<file path="src/rtl/rv32i_types.sv">
// Shared RV32I datapath types: register index, machine word and the
// valid/dest/data bundle used by writeback requesters.
package rv32i_types;

   typedef logic [4:0]  regidx_t;
   typedef logic [31:0] rv32i_word;

   typedef struct packed {
      logic      valid;
      regidx_t   dest;
      rv32i_word data;
   } wb_req_t;

   localparam regidx_t REG_ZERO = 5'd0;

endpackage

</file>
<file path="src/rtl/regfile_wb_arbiter.sv">
// Register-file write-port arbiter: in-order writeback normally wins, a one-entry
// holding buffer carries long-latency results and is forced through after STARVE_LIMIT losses.
module regfile_wb_arbiter
   import rv32i_types::*;
#(
   parameter int STARVE_LIMIT = 4,
   parameter int CNT_W        = $clog2(STARVE_LIMIT + 1)
)(
   input  logic             clk,
   input  logic             rst,
   input  logic             pipe_valid,
   output logic             pipe_ready,
   input  regidx_t          pipe_dest,
   input  rv32i_word        pipe_data,
   input  logic             lu_valid,
   output logic             lu_ready,
   input  regidx_t          lu_dest,
   input  rv32i_word        lu_data,
   output logic             wb_load,
   output regidx_t          wb_dest,
   output rv32i_word        wb_data,
   output logic             pend_valid,
   output regidx_t          pend_dest,
   output logic             starve_grant
);

   logic             r_buf_valid;
   regidx_t          r_buf_dest;
   rv32i_word        r_buf_data;
   logic [CNT_W-1:0] r_starve_cnt;

   wb_req_t          w_pipe_req;
   wb_req_t          w_buf_req;
   logic             w_starve_hit;
   logic             w_grant_buf;
   logic             w_lu_accept;

   assign w_pipe_req   = '{valid: pipe_valid, dest: pipe_dest, data: pipe_data};
   assign w_buf_req    = '{valid: r_buf_valid, dest: r_buf_dest, data: r_buf_data};

   assign w_starve_hit = (r_starve_cnt == CNT_W'(STARVE_LIMIT));
   // Reset masks the grant so a stale buffer entry can never reach the register file.
   assign w_grant_buf  = w_buf_req.valid && (!w_pipe_req.valid || w_starve_hit) && !rst;

   assign lu_ready     = !r_buf_valid && !rst;
   assign pipe_ready   = !(r_buf_valid && w_starve_hit) && !rst;
   assign w_lu_accept  = lu_valid && lu_ready;

   assign starve_grant = w_grant_buf && w_pipe_req.valid;
   assign pend_valid   = r_buf_valid;
   assign pend_dest    = r_buf_dest;

   always_comb begin
      wb_load = 1'b0;
      wb_dest = w_pipe_req.dest;
      wb_data = w_pipe_req.data;
      if (w_grant_buf) begin
         wb_load = 1'b1;
         wb_dest = w_buf_req.dest;
         wb_data = w_buf_req.data;
      end else begin
         wb_load = w_pipe_req.valid && pipe_ready && (w_pipe_req.dest != REG_ZERO);
      end
   end

   // Control state: an x0 result completes its handshake but never occupies the buffer.
   always_ff @(posedge clk) begin
      if (rst) begin
         r_buf_valid  <= 1'b0;
         r_starve_cnt <= '0;
      end else begin
         if (w_grant_buf) begin
            r_buf_valid <= 1'b0;
         end else if (w_lu_accept) begin
            r_buf_valid <= (lu_dest != REG_ZERO);
         end

         if (!r_buf_valid || w_grant_buf) begin
            r_starve_cnt <= '0;
         end else if (!w_starve_hit) begin
            r_starve_cnt <= r_starve_cnt + 1'b1;
         end
      end
   end

   always_ff @(posedge clk) begin
      if (w_lu_accept) begin
         r_buf_dest <= lu_dest;
         r_buf_data <= lu_data;
      end
   end

endmodule

</file>
<file path="config.mk">
export PLATFORM = sky130hd
export DESIGN_NAME = regfile_wb_arbiter
export DESIGN_NICKNAME = d
export VERILOG_FILES = /design/src/rtl/rv32i_types.sv /design/src/rtl/regfile_wb_arbiter.sv
export SDC_FILE = /design/constraint.sdc
export NUM_CORES = 1
export LEC_CHECK = 0
export ABC_CLOCK_PERIOD_IN_PS = 6600
export BUFFER_PORTS_ARGS = -buffer_cell sky130_fd_sc_hd__buf_2
export CAP_MARGIN = 15
export CORE_MARGIN = 4
export CORE_UTILIZATION = 44
export CTS_BUF_LIST = sky130_fd_sc_hd__clkbuf_16
export DETAILED_ROUTE_END_ITERATION = 12
export GPL_TIMING_DRIVEN = 0
export PLACE_DENSITY = 0.94
export REMOVE_ABC_BUFFERS = 1
export SYNTH_ARGS = -nofsm -noshare
export SYNTH_HDL_FRONTEND = slang
export SYNTH_SLANG_ARGS = --single-unit
</file>
<file path="constraint.sdc">
create_clock -name clk -period 6.6 [get_ports clk]
set_clock_uncertainty 0.05 [all_clocks]
set_input_delay 0.99 -clock clk [delete_from_list [all_inputs] [get_ports clk]]
set_output_delay 0.99 -clock clk [all_outputs]
set_load 0.01 [all_outputs]
</file>
### Word level (Yosys, flattened, before mapping)

Cells that the tools add are included.

| word-level totals | value |
|---|---|
| bits in registers | 41 |
| input port bits | 78 |
| word-level logic and storage cells | 28 |

| operators by class | value |
|---|---|
| multiplexer cells | 3 |
| reductions and logical operators | 19 |
| equality and inequality tests | 1 |
| add/sub/neg operators | 1 |

Operators by type and width:

| cell | count |
|---|---|
| $mux 32 | 1 |
| $reduce_bool 5->1 | 2 |
| $logic_and 1x1->1 | 9 |
| $mux 5 | 1 |
| $logic_not 1->1 | 4 |
| $reduce_or 2->1 | 2 |
| $add 3x1->3 const B | 1 |
| $eq 3x3->1 const B | 1 |
| $logic_or 1x1->1 | 2 |
| $mux 1 | 1 |

### Logic depth before layout (Yosys ltp)

| depth | value |
|---|---|
| word-level depth | 7 |
| depth in mapped cells | 7 |
| depth with buffers taken out | 5 |

### Worst setup path before layout

Ideal clock, no wire load.

| timing | value |
|---|---|
| path type | in2reg |
| start | input rst |
| end | register r_buf_valid (netlist: pend_valid) |
| library setup time | 0.074 ns |
| path buffers | 0 |
| required time | 6.476 ns |
| stages on the path | 3 |
| arrival | 4.250 ns |
| setup slack | 2.226 ns |
| cells stage by stage | nor3b_1 > o21ai_0 > nand2_1 |

| between the ends | value |
|---|---|
| longest elaborated chain between the ends | 3 |

RTL lines:

| item | RTL line | text |
|---|---|---|
| start, declared | regfile_wb_arbiter.sv:10 | `input logic rst,` |
| $logic_not 1->1 | regfile_wb_arbiter.sv:43, regfile_wb_arbiter.sv:45 |  |
| $logic_and 1x1->1 (on tied branches) | regfile_wb_arbiter.sv:43, regfile_wb_arbiter.sv:45 |  |
| $reduce_or 2->1 (no line) / $logic_and 1x1->1 (equally long branches) | - |  |
| end signal, assigned | regfile_wb_arbiter.sv:75 | `r_buf_valid <= (lu_dest != REG_ZERO);` |
| end, declared | regfile_wb_arbiter.sv:27 | `logic r_buf_valid;` |

Several ways; a longest one is shown, not always the timed one.
A chain may end at the register's enable or synchronous reset.

### Worst setup path after layout

| timing | value |
|---|---|
| start | input rst |
| end | output wb_data[10] |

| between the ends | value |
|---|---|
| longest elaborated chain between the ends | 3 |

RTL lines:

| item | RTL line | text |
|---|---|---|
| $logic_not 1->1 | regfile_wb_arbiter.sv:43 | `assign w_grant_buf = w_buf_req.valid && (!w_pipe_req.valid \|\| w_starve_hit) && !rst;` |
| $logic_and 1x1->1 | regfile_wb_arbiter.sv:43 |  |
| $mux 32 | regfile_wb_arbiter.sv:57 | `if (w_grant_buf) begin` |
| end, declared | regfile_wb_arbiter.sv:21 | `output rv32i_word wb_data,` |

Every way passes these cells.

==> qor.txt <==
critical path class: input pin to output port
Fin Setup TNS: 0 ns
CP bufs+invs: 3
# H-tree levels: 2
routed length per placed instance: 15.97 µm
max cap viols: 0
Residual DRC: 0
Clock transition at path regs: 0.06 ns
min Tclk post-route: 3.648 ns
Max-slew headroom: 50.78%
clock share of power: 40.8%
layout cells sized above 1: 73.33%
final setup vio count: 0
Reg power frac: 45.8%
fin nets: 319
Crit. End Element: output port
Num CTS Buffers: 5
gpl congestion: 0.7636
wirelength, routed: 4632 µm
Fillers: 319
worst path cell trace: buf_2 > nand2b_4 > a21oi_4 > buf_16 > mux2_2 > buf_2
synthesized area per cell: 17.17 µm²
Synth cell types: 22
CTS-repair resized insts: 0
CTS root buf: clkbuf_16
Final period util: 55.28%
Max VDD drop: 0.0001479 V
most frequent CP cell: buf_2
initial antenna violation count: 0
total number of vias: 1389
Pint: 0.0005216 W
P&R area growth vs syn: 46.90%
Placement Setup Slack: 2.936 ns
Final Instance Area: 0.002724 mm²
Worst setup SP type: input pin
Overall Global Routing Usage: 18.12%
Hold Buf Count CTS: 0
Die Span Y: 72.92 µm
Final Hold Viols: 0
final worst setup slack: 2.952 ns
WL met1: 1528 µm
top sig layer: met4
Net Switching: 0.0001342 W
# diodes: 0
IO Pins: 125
measured slew at the worst slew-check pin: 0.7366 ns
die width: 72.92 µm
number of antenna-violating nets in the routed design: 0
die area: 0.005317 mm²
Overflow after GRT: 0
Leakage Power: 1.204 nW
max-slew violations: 0
slowest cell on the critical path: a21oi_4
sw frac: 20.46%
CTS tree: yes
Initial DRC Count: 51
DPL Wire Length: 3838 µm
I/O Buffers: 124
std cell rows: 23
clock insertion delay at the later pin of the skew report: 0.27 ns
Pre-antenna DRT Iters: 4
placed insts: 282
Critical Path RT: 5.56 ns
setup repair bufs after CTS: 0
run status: finished clean
Fmax: 0.2741 GHz
YS warnings: 0
vias per inst: 4.790
RSZ-0062 raised after global routing: no
CTS max path bufs: 2
first-pass GRT wire length: 7044 µm
vias in the first global route: 1488
max incr delay on CP: 0.58 ns
maximum fanout along the worst path: 21
Area after DPL: 0.002557 mm²
commonest non-fill, non-tap cell in the layout: buf_2
worst hold-check path type: flop to flop
logic gate share of total power: 13.4%
critical path arrival: 2.61 ns
clock sink count: 41
most frequent cells in the layout: buf_2 (124), edfxtp_1 (37), mux2_2 (29)
register area share after synthesis: 64.24%
post-route insts no fill: 290
initial core utilization: 46.02%
met2 wire len: 2720 µm
Worst path top cell family by delay: compound AO/OA/AOI/OAI gates
Core Footprint: 0.004029 mm²
Synth Register Bits: 41
PwrDens: 240.8 mW/mm²
largest net degree at the start of global routing: 22
met3 WL: 318 µm
Post-Syn Instances: 108
Netlist Area Pre-Place: 0.001854 mm²
==> through the flow <==
step | utilization, % | hold slack (ns) | power (W)
global placement | 61.83 | 0.3796 | 0.0003882
detailed placement | 63.48 | 0.3954 | 0.0003946
floorplan | - | 0.3673 | 0.0003449
CTS | 67.61 | 0.4088 | 0.0006622
global route | 67.61 | 0.4233 | 0.0006832
finish | 67.61 | 0.4049 | 0.0006558
==> final timing paths <==
| kind | start | end | slack [ns] | cells past startpoint |
|---|---|---|---|---|
| setup / recovery | rst | wb_data[10] | 2.95 | 6 |
| hold / removal | r_starve_cnt[0] | r_starve_cnt[0] | 0.40 | 1 |
| setup reg to reg | pend_valid | r_buf_data[10] | 4.90 | 3 |
| hold reg to reg | r_starve_cnt[0] | r_starve_cnt[0] | 0.40 | 1 |
==> power by group through the flow <==
stage | registers (W) | clock network, W | logic [W]
after global routing | 0.000301 | 0.000286 | 0.0000956
final | 0.000300 | 0.000268 | 0.0000878
after floorplan | 0.000306 | 0 | 0.0000386
after detailed placement | 0.000306 | 0 | 0.0000888
after CTS | 0.000300 | 0.000273 | 0.0000891
after global placement | 0.000307 | 0 | 0.0000817
==> kinds of logic after synthesis <==
kind of cell	share of synthesized area (%)
flip-flops	64.24
multiplexers	24.63
AND/OR/NAND/NOR	4.521
buffers and inverters	3.306
AO/OA/AOI/OAI	1.957
adder cells (fa/ha/maj)	1.349
==> layout make-up <==
type	count	area (µm²)	share of cell area, %
sequential	41	1191	43.73
clock inverter	3	41.29	1.516
clock buffer	5	125.1	4.593
inverter	4	15.01	0.5512
tap	50	62.56	2.297
timing repair buffer	128	681.9	25.03
multi-input combinational	59	606.8	22.28
==> sequential cells by signal, summed over array words and instances, names as in the netlist <==
register	count
pend_dest	5
pend_valid	1
r_buf_data	32
r_starve_cnt	3
==> layer usage <==
metal,vias up,global-route usage [%]
met5,-,0
met4,0,6.967
met3,6,3.994
met2,67,36.07
met1,645,17.74
li1,671,-
==> synthesized netlist by cell type <==
| cell | instances | area share (%) |
|---|---|---|
| a21oi_4 | 1 | 0.88 |
| a31o_2 | 1 | 0.47 |
| a31oi_1 | 1 | 0.34 |
| and2_1 | 1 | 0.34 |
| buf_12 | 1 | 1.1 |
| buf_4 | 2 | 0.81 |
| buf_6 | 1 | 0.61 |
| dfxtp_1 | 4 | 4.3 |
| edfxtp_1 | 37 | 60 |
| ha_1 | 2 | 1.3 |
| inv_1 | 4 | 0.81 |
| mux2_2 | 29 | 18 |
| mux2_4 | 8 | 6.5 |
| mux2i_1 | 1 | 0.54 |
| nand2_1 | 3 | 0.61 |
| nand2b_4 | 1 | 0.74 |
| nand4_1 | 1 | 0.34 |
| nor2_1 | 5 | 1.0 |
| nor3_1 | 1 | 0.27 |
| nor3b_1 | 2 | 0.81 |
| o21ai_0 | 1 | 0.27 |
| or4_1 | 1 | 0.41 |
==> worst reg2reg max path: cells and delay by family (launching register included) <==
kind / cells / cell delay, ns
DFF: 1 / 0.38
and+or+nand+nor: 1 / 0.56
buffers and inverters: 2 / 0.43
Power figures use the tool's default switching activity.
